<file path="src/rtl/adpll_tdc_pkg.sv">
// Shared widths, FSM encoding and the rounding helper for the ADPLL TDC front end.
package adpll_tdc_pkg;

  localparam int CNTW  = 7;
  localparam int PHW   = 16;
  localparam int FRACB = 4;
  localparam int OUTW  = 12;
  localparam int PW    = CNTW + FRACB;
  localparam int ROUND = 8;

  localparam int MAX_INC_DEF      = 200;
  localparam int PRIME_CYCLES_DEF = 2;
  localparam int GLITCH_LIMIT_DEF = 3;

  typedef enum logic {
    PRIME = 1'b0,
    RUN   = 1'b1
  } tdc_state_e;

  // Round a composite-phase delta (FRACB fractional bits) to whole DCO cycles.
  function automatic logic [OUTW-1:0] round_inc(input logic [PW-1:0] d);
    logic [PW:0] s;
    s = {1'b0, d} + (PW+1)'(ROUND);
    return OUTW'(s >> FRACB);
  endfunction

endpackage

</file>
<file path="src/rtl/thermo_dec.sv">
// Thermometer phase to FRACB-bit fraction, saturated.
// TDC_BUBBLE_FIX_EN selects popcount (bubble tolerant) over first-zero priority encode.
module thermo_dec
  import adpll_tdc_pkg::*;
(
  input  logic [PHW-1:0]   phase_i,
  output logic [FRACB-1:0] frac_o
);

  localparam int CW = $clog2(PHW + 1);

  logic [CW-1:0] cnt;

`ifdef TDC_BUBBLE_FIX_EN
  always_comb begin
    cnt = '0;
    for (int i = 0; i < PHW; i++) begin
      if (phase_i[i]) cnt = cnt + CW'(1);
    end
  end
`else
  logic run;

  always_comb begin
    cnt = '0;
    run = 1'b1;
    for (int i = 0; i < PHW; i++) begin
      if (run && phase_i[i]) cnt = cnt + CW'(1);
      else                   run = 1'b0;
    end
  end
`endif

  assign frac_o = (cnt[CW-1:FRACB] != '0) ? '1 : cnt[FRACB-1:0];

endmodule

</file>
<file path="src/rtl/tdc_word_gen.sv">
// TDC word generator: samples ripple count and thermometer phase on posedge,
// publishes the rounded per-period increment on the following negedge.
module tdc_word_gen
  import adpll_tdc_pkg::*;
#(
  parameter int MAX_INC      = MAX_INC_DEF,
  parameter int PRIME_CYCLES = PRIME_CYCLES_DEF,
  parameter int GLITCH_LIMIT = GLITCH_LIMIT_DEF
) (
  input  logic            clk,
  input  logic            rst,
  input  logic            en,
  input  logic [CNTW-1:0] counter_in,
  input  logic [PHW-1:0]  phase_in,
  output logic [OUTW-1:0] tdc_word,
  output logic            tdc_valid,
  output logic            tdc_err,
  output logic [7:0]      glitch_cnt,
  output logic            dbg_state
);

  // Posedge sample domain
  logic [CNTW-1:0] cnt_q;
  logic [PHW-1:0]  ph_q;
  logic            sample_q, en_prev_q, restart_q;

  always_ff @(posedge clk or posedge rst) begin
    if (rst) begin
      cnt_q     <= '0;
      ph_q      <= '0;
      sample_q  <= 1'b0;
      en_prev_q <= 1'b0;
      restart_q <= 1'b0;
    end else begin
      sample_q  <= en;
      en_prev_q <= en;
      restart_q <= en & ~en_prev_q;
      if (en) begin
        cnt_q <= counter_in;
        ph_q  <= phase_in;
      end
    end
  end

  logic [FRACB-1:0] frac;
  logic [PW-1:0]    p_cur;
  logic [OUTW-1:0]  inc;

  thermo_dec u_thermo_dec (
    .phase_i (ph_q),
    .frac_o  (frac)
  );

  // Negedge publish domain
  tdc_state_e      state_q, state_d;
  logic [7:0]      prime_q, prime_d, prime_nxt;
  logic [7:0]      consec_q, consec_d, consec_nxt;
  logic [PW-1:0]   pprev_q, pprev_d;
  logic [OUTW-1:0] word_q, word_d;
  logic            valid_q, valid_d;
  logic            err_q, err_d;
  logic [7:0]      gcnt_q, gcnt_d;

  // Modular subtraction absorbs a single ripple-counter wrap.
  assign p_cur = {cnt_q, frac};
  assign inc   = round_inc(p_cur - pprev_q);

  always_comb begin
    state_d    = state_q;
    prime_d    = prime_q;
    consec_d   = consec_q;
    pprev_d    = pprev_q;
    word_d     = word_q;
    valid_d    = valid_q;
    err_d      = 1'b0;
    gcnt_d     = gcnt_q;
    prime_nxt  = prime_q + 8'd1;
    consec_nxt = consec_q + 8'd1;
    if (sample_q) begin
      pprev_d = p_cur;
      if (restart_q || state_q == PRIME) begin
        if (restart_q) prime_nxt = 8'd1;
        valid_d  = 1'b0;
        consec_d = '0;
        if (prime_nxt >= 8'(PRIME_CYCLES)) begin
          state_d = RUN;
          prime_d = '0;
        end else begin
          state_d = PRIME;
          prime_d = prime_nxt;
        end
      end else if (inc <= OUTW'(MAX_INC)) begin
        word_d   = inc;
        valid_d  = 1'b1;
        consec_d = '0;
      end else begin
        err_d = 1'b1;
        if (gcnt_q != 8'hFF) gcnt_d = gcnt_q + 8'd1;
        if (consec_nxt >= 8'(GLITCH_LIMIT)) begin
          state_d  = PRIME;
          valid_d  = 1'b0;
          consec_d = '0;
          prime_d  = '0;
        end else begin
          consec_d = consec_nxt;
        end
      end
    end
  end

  always_ff @(negedge clk or posedge rst) begin
    if (rst) begin
      state_q  <= PRIME;
      prime_q  <= '0;
      consec_q <= '0;
      pprev_q  <= '0;
      word_q   <= '0;
      valid_q  <= 1'b0;
      err_q    <= 1'b0;
      gcnt_q   <= '0;
    end else begin
      state_q  <= state_d;
      prime_q  <= prime_d;
      consec_q <= consec_d;
      pprev_q  <= pprev_d;
      word_q   <= word_d;
      valid_q  <= valid_d;
      err_q    <= err_d;
      gcnt_q   <= gcnt_d;
    end
  end

  assign tdc_word   = word_q;
  assign tdc_valid  = valid_q;
  assign tdc_err    = err_q & en;
  assign glitch_cnt = gcnt_q;
  assign dbg_state  = state_q;

endmodule

</file>
<file path="config.mk">
export PLATFORM = sky130hd
export DESIGN_NAME = tdc_word_gen
export DESIGN_NICKNAME = d
export VERILOG_FILES = /design/src/rtl/adpll_tdc_pkg.sv /design/src/rtl/thermo_dec.sv /design/src/rtl/tdc_word_gen.sv
export SDC_FILE = /design/constraint.sdc
export NUM_CORES = 1
export LEC_CHECK = 0
export ABC_AREA = 1
export CORE_UTILIZATION = 40
export DETAILED_ROUTE_END_ITERATION = 8
export GPL_TIMING_DRIVEN = 0
export PLACE_DENSITY = 0.63
export SYNTH_ARGS = -nofsm -noshare
export SYNTH_HDL_FRONTEND = slang
export SYNTH_SLANG_ARGS = --single-unit
</file>
<file path="constraint.sdc">
create_clock -name clk -period 7.4 [get_ports clk]
set_input_delay 1.48 -clock clk [delete_from_list [all_inputs] [get_ports clk]]
set_output_delay 1.48 -clock clk [all_outputs]
set_load 0.05 [all_outputs]
</file>
==> metrics <==
Die Ht between 100 and 150 um; clock-pin slew on the worst setup and hold paths roughly 60 ps; DR WL met3 297 um; most frequent cell after synthesis nand2_1; Leakage ~0.0034 uW; worst vdd ir ~200 uV; asr flop ratio synth 1.00; first drt pass iteration count 4; Synth Cell Area approximately 0.0050 mm2; vias in the first global route between 4000 and 5000; Root Driver clkbuf_16; final setup vio count 33; setup TNS -97690 ps; Slew headroom 0.419; initial antenna violation count 0; GRT overflow 0; initial drt markers between 200 and 250; routed wl met2 a little over 6 mm; Via density 4.86; ys flop type dfrtn_1; Yosys cell types 41; post-DP HPWL just over 8 mm; highest routing layer actually used met4; top-area cell type share of the netlist area 0.229; main area contributors after synthesis dfrtn_1 23%, nand2_1 16%, dfrtp_1 12%; wire length on met1 between 5 and 6 mm; clock skew between 15 and 20 ps; Initial Util 0.415; Worst Tran Pin Value 872 ps; yosys warns 0; GRT Overall Usage 0.191; Synth area leader dfrtn_1; Top cell by count, worst path nand2_2; synth cell count leaders 219 x nand2_1, 96 x inv_1, 60 x nor2_1, 46 x dfrtn_1, 45 x nand3_1; FF-to-FF path depth 52; CTS Sinks just over 70; Placer Congestion ~0.82; area growth from synthesis to layout 38.1%; Die ar. ~0.013 mm2; Routed Antenna Nets 0; WS Path Type reg2reg; final hold vios 0; unrepaired setup endpoints after global routing yes; Longest Clk Path Bufs 2; CP Capture Type flip-flop; diode count 0; Detailed Route WL 12.3 mm; sequential share of the synthesized area 0.353; Mapped Cells 710; first-pass GRT wire length a little over 20 mm; Layout Nets approximately 870; worst setup margin -3240 ps; DRC viols 0; number of levels in the clock H-tree 3; WHS Path Cells 2; P per Cell Area ~200 mW/mm2; Synth Area per Inst 7.08 um2; WL per Instance roughly 12 um; layout cells sized above 1 0.278; via count 4818; number of flops mapped to enable cells by yosys 0; Overall Power 1420 uW; slowest stage delay, CP between 400 and 500 ps; die extent in x approximately 110 um; critical path launch point type flip-flop; FP Rows 40; Ports 49; max-cap violation count 0; register bit total from synthesis 71; Worst EP arrival just over 7000 ps; Critical Path Slowest Stage Cell dfrtp_2; failing checks setup timing; outcome complete, but fails checks; Critical Path RT approximately 3900 ps; Port Buf Inserts 44; Max Slew Vio Count 0; Clk Latency, worst-skew pair about 340 ps; pin count of the biggest net entering global routing 72; Core Box Area 0.0121 mm2; CP max FO 8; Hold Crit Class reg2reg; CTS tree yes; CTS Buf Count 9
where the power goes:
part | internal, uW | switching (uW)
registers | 433 | 31.8
logic | 203 | 317
clock network | 238 | 194
per-stage QoR:
stage	cells	util	setup WS (ps)	area, um2	hold WS [ps]
final	991	0.573	-3240	6940	421
after global routing	991	0.573	-3610	6940	451
after CTS	982	0.551	-3220	6670	419
after detailed placement	925	0.477	-3870	5780	418
after global placement	925	0.477	-3680	5780	420
after floorplan	713	-	-2980	5130	431
layout by cell type (no fill, tap or decap), types with 5 or more instances in the layout:
| master | instances |
|---|---|
| a21oi_1 | 16 |
| buf_4 | 46 |
| clkbuf_1 | 8 |
| clkbuf_16 | 9 |
| clkdlybuf4s50_1 | 44 |
| dfrtn_1 | 46 |
| dfrtp_1 | 24 |
| ha_1 | 16 |
| ha_4 | 10 |
| inv_1 | 80 |
| inv_2 | 22 |
| nand2_1 | 185 |
| nand2_2 | 41 |
| nand2_4 | 10 |
| nand3_1 | 41 |
| nand3_2 | 11 |
| nand3_4 | 5 |
| nand4_1 | 20 |
| nor2_1 | 48 |
| nor2_2 | 11 |
| nor2_4 | 10 |
| o21ai_0 | 27 |
| o21ai_2 | 13 |
| xnor2_1 | 6 |
| xor2_1 | 8 |
area by class of cell:
| type | count | area [um2] |
|---|---|---|
| plain buffers | 13 | 75.1 |
| clock buffers | 9 | 225 |
| clock inverters | 7 | 71.3 |
| fillers | 1105 | 5170 |
| inverters | 110 | 422 |
| multi-input cells | 520 | 3300 |
| flip-flops and latches | 71 | 1780 |
| well taps | 168 | 210 |
| repair buffers | 93 | 861 |
logic make-up after synthesis:
family,count (synthesis),share of synthesized area
simple gates,394,0.371
buf+inv,123,0.0978
compound gates,80,0.0859
flops,71,0.353
fa+ha+maj,27,0.0672
xor+xnor,14,0.0244
other cells,1,0.000746
worst paths after layout:
kind / from / end / slack, ps
worst max-delay path: ph_q[1] / glitch_cnt[3] / -3240
worst min-delay path: tdc_word[0] / tdc_word[0] / 420
worst max register to register: ph_q[1] / glitch_cnt[3] / -3240
worst min register to register: tdc_word[0] / tdc_word[0] / 420
max in group asynchronous: rst / consec_q[0] / 1550
min in group asynchronous: rst / ph_q[2] / 1680
critical path, delay by kind of cell, from the launching register on:
family                   cells  cell delay, ps
adder cells (fa/ha/maj)      8            2050
AND/OR/NAND/NOR             23            1980
AO/OA/AOI/OAI               12            1520
flip-flops                   1             450
buffers and inverters        9             830
flip-flops by register name (all words and copies together), names as in the netlist:
register / flops
dbg_state: 1
restart_q: 1
consec_q: 8
err_q: 1
tdc_word: 8
en_prev_q: 1
ph_q: 16
glitch_cnt: 8
pprev_q: 11
prime_q: 8
cnt_q: 7
tdc_valid: 1
timing repair:
action	CTS	global route
setup buffers	40	11
setup endpoints to repair	33	33
resized for setup	65	53
pin swaps	55	47
cloned	2	0
hold buffers	0	0
layer usage:
metal	track usage	vias up
li1	-	2481
met1	0.239	2262
met2	0.338	60
met3	0.0376	15
met4	0.0476	0
met5	0	-
Power figures use the tool's default switching activity.
